<file path="config.mk">
export PLATFORM = sky130hd
export DESIGN_NAME = qs_feed_scheduler
export DESIGN_NICKNAME = d
export VERILOG_FILES = /design/src/rtl/qs_feed_scheduler.sv
export SDC_FILE = /design/constraint.sdc
export NUM_CORES = 1
export LEC_CHECK = 0
export ABC_AREA = 0
export BUFFER_PORTS_ARGS = -buffer_cell sky130_fd_sc_hd__buf_4
export CAP_MARGIN = 15
export CORE_AREA = 2 2 223 225
export CTS_BUF_LIST = sky130_fd_sc_hd__clkbuf_8
export CTS_CLUSTER_SIZE = 28
export DETAILED_ROUTE_END_ITERATION = 8
export DIE_AREA = 0 0 225 227
export GPL_ROUTABILITY_DRIVEN = 0
export PLACE_DENSITY = 0.35
export SYNTH_ARGS = -nofsm -noshare
export SYNTH_HDL_FRONTEND = slang
export SYNTH_SLANG_ARGS = --single-unit
</file>
<file path="constraint.sdc">
create_clock -name clk -period 4.11 [get_ports clk]
set_input_delay 0.822 -clock clk [delete_from_list [all_inputs] [get_ports clk]]
set_output_delay 0.822 -clock clk [all_outputs]
set_load 0.01 [all_outputs]
</file>
<file path="src/rtl/qs_feed_scheduler.sv">
// rtl/qs_feed_scheduler.sv - four-symbol round-robin feed into a shared in-order pipeline
// Tags each issued sample with its symbol id and halts the feed after a kill result drains.
module qs_feed_scheduler #(
  parameter int MAX_INFLIGHT = 8
) (
  input  logic         clk,
  input  logic         rst_n,
  input  logic [3:0]   req_valid,
  output logic [3:0]   req_ready,
  input  logic [127:0] req_price,
  input  logic [127:0] req_position,
  input  logic [127:0] req_beta,
  output logic         pl_in_valid,
  input  logic         pl_in_ready,
  output logic [31:0]  pl_price,
  output logic [31:0]  pl_position,
  output logic [31:0]  pl_beta,
  input  logic         pl_out_valid,
  output logic         pl_out_ready,
  input  logic [31:0]  pl_signal,
  input  logic         pl_allow,
  input  logic         pl_kill,
  output logic         rsp_valid,
  input  logic         rsp_ready,
  output logic [1:0]   rsp_id,
  output logic [31:0]  rsp_signal,
  output logic         rsp_allow,
  output logic         rsp_kill,
  input  logic         halt_clear,
  output logic [1:0]   state,
  output logic [4:0]   inflight,
  output logic         err_sticky
);

  localparam int         PTR_W   = $clog2(MAX_INFLIGHT);
  localparam logic [4:0] MAX_CNT = 5'(MAX_INFLIGHT);

  typedef enum logic [1:0] {
    RUN   = 2'b00,
    DRAIN = 2'b01,
    HALT  = 2'b10
  } state_e;

  state_e           state_q, state_d;
  logic [1:0]       rr_ptr_q, rr_ptr_d;
  logic [4:0]       inflight_q, inflight_d;
  logic [PTR_W-1:0] wr_ptr_q, rd_ptr_q;
  logic             err_q, err_d;
  logic [1:0]       tag_q [MAX_INFLIGHT];

  logic       can_issue, grant_found, accept, pop, fifo_empty;
  logic [1:0] grant_id, idx;
  logic [6:0] lsb;

  // First requester at or after the pointer wins, wrapping through 2-bit arithmetic.
  always_comb begin
    grant_found = 1'b0;
    grant_id    = rr_ptr_q;
    idx         = '0;
    for (int k = 0; k < 4; k++) begin
      idx = rr_ptr_q + 2'(k);
      if (!grant_found && req_valid[idx]) begin
        grant_found = 1'b1;
        grant_id    = idx;
      end
    end
  end

  // rst_n gates the issue side so valids drop while reset is held, not a cycle later.
  assign can_issue   = rst_n && (state_q == RUN) && (inflight_q < MAX_CNT);
  assign pl_in_valid = can_issue && grant_found;
  assign accept      = pl_in_valid && pl_in_ready;
  assign req_ready   = accept ? (4'b0001 << grant_id) : 4'b0000;
  assign lsb         = {grant_id, 5'd0};
  assign pl_price    = pl_in_valid ? req_price[lsb +: 32]    : 32'd0;
  assign pl_position = pl_in_valid ? req_position[lsb +: 32] : 32'd0;
  assign pl_beta     = pl_in_valid ? req_beta[lsb +: 32]     : 32'd0;

  assign fifo_empty   = (inflight_q == 5'd0);
  assign rsp_valid    = pl_out_valid && !fifo_empty;
  assign pl_out_ready = fifo_empty ? 1'b1 : rsp_ready;
  assign pop          = rsp_valid && rsp_ready;
  assign rsp_id       = tag_q[rd_ptr_q];
  assign rsp_signal   = pl_signal;
  assign rsp_allow    = pl_allow;
  assign rsp_kill     = pl_kill;

  assign state      = state_q;
  assign inflight   = inflight_q;
  assign err_sticky = err_q;

  always_comb begin
    state_d    = state_q;
    rr_ptr_d   = accept ? grant_id + 2'd1 : rr_ptr_q;
    inflight_d = inflight_q;
    err_d      = err_q | (pl_out_valid && fifo_empty);
    case ({accept, pop})
      2'b10:   inflight_d = inflight_q + 5'd1;
      2'b01:   inflight_d = inflight_q - 5'd1;
      default: inflight_d = inflight_q;
    endcase
    case (state_q)
      RUN:     if (pop && pl_kill) state_d = DRAIN;
      DRAIN:   if (fifo_empty) state_d = HALT;
      HALT:    if (halt_clear) state_d = RUN;
      default: state_d = RUN;
    endcase
  end

  always_ff @(posedge clk or negedge rst_n) begin
    if (!rst_n) begin
      state_q    <= RUN;
      rr_ptr_q   <= '0;
      inflight_q <= '0;
      wr_ptr_q   <= '0;
      rd_ptr_q   <= '0;
      err_q      <= 1'b0;
    end else begin
      state_q    <= state_d;
      rr_ptr_q   <= rr_ptr_d;
      inflight_q <= inflight_d;
      err_q      <= err_d;
      if (accept) wr_ptr_q <= wr_ptr_q + 1'b1;
      if (pop)    rd_ptr_q <= rd_ptr_q + 1'b1;
    end
  end

  // Tag storage needs no reset: the pointers define which entries are live.
  always_ff @(posedge clk) begin
    if (accept) tag_q[wr_ptr_q] <= grant_id;
  end

endmodule
</file>
==> flow_metrics.tcl <==
set metrics [dict create \
    drt_iter0_markers 174 \
    grtUsageTotal 0.105 \
    dp_slack_ps 9.14 \
    cts_tree "yes" \
    placementRows 81 \
    cts_buffers 5 \
    synth-edff-count 16 \
    outcome "finished clean" \
    synth.largest_area_cell "mux2i_1" \
    min_from "err_sticky" \
    dieWidth_um 225 \
    clkTransAtPathRegs_ps 70 \
    hold_ws_ps 466 \
    io_pins 575 \
    r2r-start "inflight[3]" \
    firstDrtPassIters 4 \
    setup.worst_path.start "req_valid[2]" \
    portBuffers 508 \
    dpl_cell_area_mm2 0.00912 \
    async_reset_ff_frac 0.500 \
    syn_inst 507 \
    whs_path_depth 1 \
    switching_share 0.435 \
    critPathCaptureType "output port" \
    syn_nets 945 \
    ff2ff_path_depth 12 \
    wirelength_mm 29.7 \
    irDropWorstVdd_v 0.000260 \
    seq_power_share 0.159 \
    synthTopCellsByArea "mux2i_1 (41%), o22ai_1 (13%), edfxtp_1 (10%)" \
    grt-ovfl-total 0 \
    start_util 0.0972 \
    reg2reg_slack_ps 1050 \
    critPathLaunchType "input pin" \
    n_fill_cell 5425 \
    stdcell_count 1591 \
    final_hold_viol_count 0 \
    power.switching_mw 1.58 \
    synth_cell_types 41 \
    via_per_inst 3.66 \
    first_global_vias 5958 \
    multi_input_comb_area_mm2 0.00333 \
    worst_slew_pin_slew_ps 543 \
    max_freq_mhz 271 \
    post-place-cells 1583 \
    share_comb_of_total_power 0.758 \
    setup_viol 0 \
    drc 0 \
    power.internal_mw 2.05 \
    p_leak_nw 4.57 \
    skew_ps 4.52 \
    antenna_found_initial 1 \
    via_count 5824 \
    total_power_mw 3.63 \
    worstReg2RegEnd "inflight[4]" \
    finalMaxSlewViolations 0 \
    period_minus_slack_ps 3690 \
    clkSinkCount 32 \
    fin_nets 1406 \
    ant_nets 0 \
    synthFlopType "edfxtp_1" \
    cts_setup_buffers 0 \
    path_class "input pin to output port" \
    grt_max_degree 60 \
    ys_seq_elements 32 \
    finalCritPeriodShare 0.898 \
    final_area_mm2 0.00925 \
    htreeDepth 2 \
    arrival_ps 2870 \
    yosysWarnings 0 \
    syn_area_mm2 0.00472 \
    maxSlewHeadroom 0.633 \
    endpoint "pl_beta[5]" \
    diodes 0 \
    clk_path_buf_depth 2 \
    hold_class "register to register" \
    place_hpwl_mm 25.2 \
    synth_top_area_share 0.407 \
    drive_gt1_frac 0.580 \
    cap_violations 0 \
    p_clk_frac 0.084 \
    ff_latch_area_um2 881 \
    die-height_um 227 \
    clock_latency_ps 280 \
    grt_first_pass_wirelength_mm 39.5 \
    syn_to_final_growth_pct 95.9 \
    cp_max_fo 46 \
    syn-mean-instance-area_um2 9.31 \
    fin_ws_ps 418 \
    yosys.cell_count.top_type "mux2i_1" \
    netlist_top_cells_count "mux2i_1 (192), o22ai_1 (100), buf_4 (39)" \
    worstPathRequired_ps 3290 \
    wl_per_cell_um 18.7 \
    die_area_mm2 0.0511 \
    ctsRootBufferMaster "clkbuf_8" \
    yosysSeqAreaShare 0.187 \
    rsz0062_at_grt "no" \
    powerDensity_mw_per_mm2 392 \
    coreArea_mm2 0.0485 \
]
repair_timing:
action | 4_1_cts | 5_1_grt
hold buffers | 0 | 0
endpoints found under the hold margin | 0 | 0
resized for setup | 1 | 1
endpoints found under the setup margin | 1 | 1
how the worst min path moves through the flow:
stage | to | slack (ps)
floorplan | wr_ptr_q[0] | 480
global placement | err_sticky | 440
detailed placement | err_sticky | 450
CTS | err_sticky | 470
global route | inflight[2] | 510
finish | err_sticky | 470
cell usage in the layout, fill, tap and decap left out, drive strengths merged, types with 3 or more instances in the layout:
master and instances:
and3 4, nor4 3, clkbuf 5, nand2b 5, xnor2 3, o22ai 100
nor3 4, nor2 6, edfxtp 16, a21o 3, xor2 7, buf 537
mux4 4, ha 10, dfrtp 16, o21ai 3, nor2b 3, mux2i 192
inv 8, mux2 6, a21oi 5, nand2 10
per-stage QoR:
step,util,setup TNS [ps]
2_1_floorplan,-,0
3_3_place_gp,0.188,-17.7
3_5_place_dp,0.188,0
4_1_cts,0.190,0
5_1_grt,0.190,0
6_report,0.190,0
routing by layer:
| metal | vias to the layer above | wire length, µm | GRT usage |
|---|---|---|---|
| met3 | 18 | 2070 | 0.0283 |
| met2 | 278 | 15800 | 0.198 |
| met4 | 0 | 721 | 0.0250 |
| met5 | - | 0 | 0 |
| li1 | 2845 | - | - |
| met1 | 2683 | 11100 | 0.116 |
flip-flops by register name (all words and copies together) (netlist names):
name,flops
err_sticky,1
inflight,5
rd_ptr_q,3
rr_ptr_q,2
state,2
tag_q,16
wr_ptr_q,3
power by group through the flow:
stage | clock (mW) | combinational, mW | sequential, mW
final | 0.303 | 2.75 | 0.576
after global routing | 0.327 | 2.97 | 0.599
after CTS | 0.312 | 2.81 | 0.579
after floorplan | 0 | 1.67 | 0.530
after global placement | 0 | 2.78 | 0.582
after detailed placement | 0 | 2.79 | 0.585
layout make-up:
cell class | instances | area share
Inverter | 8 | 0.00325
Clock buffer | 5 | 0.00744
Timing Repair Buffer | 537 | 0.445
Sequential cell | 32 | 0.0953
Clock inverter | 3 | 0.00460
Multi-Input combinational cell | 384 | 0.360
Tap cell | 622 | 0.0842
logic make-up after synthesis:
logic type               share of synthesized area
AO/OA/AOI/OAI                                0.156
XOR/XNOR                                    0.0186
adder cells (fa/ha/maj)                     0.0265
buffers and inverters                        0.116
flip-flops                                   0.187
multiplexers                                 0.440
AND/OR/NAND/NOR                             0.0554
critical path: stages:
cell	delay, ps
buf_4	130
nor2b_1	120
a2111oi_0	450
buf_4	200
a21oi_4	50
buf_12	170
buf_12	200
buf_4	240
mux2i_1	130
o22ai_1	170
buf_4	150
Power figures use the tool's default switching activity.
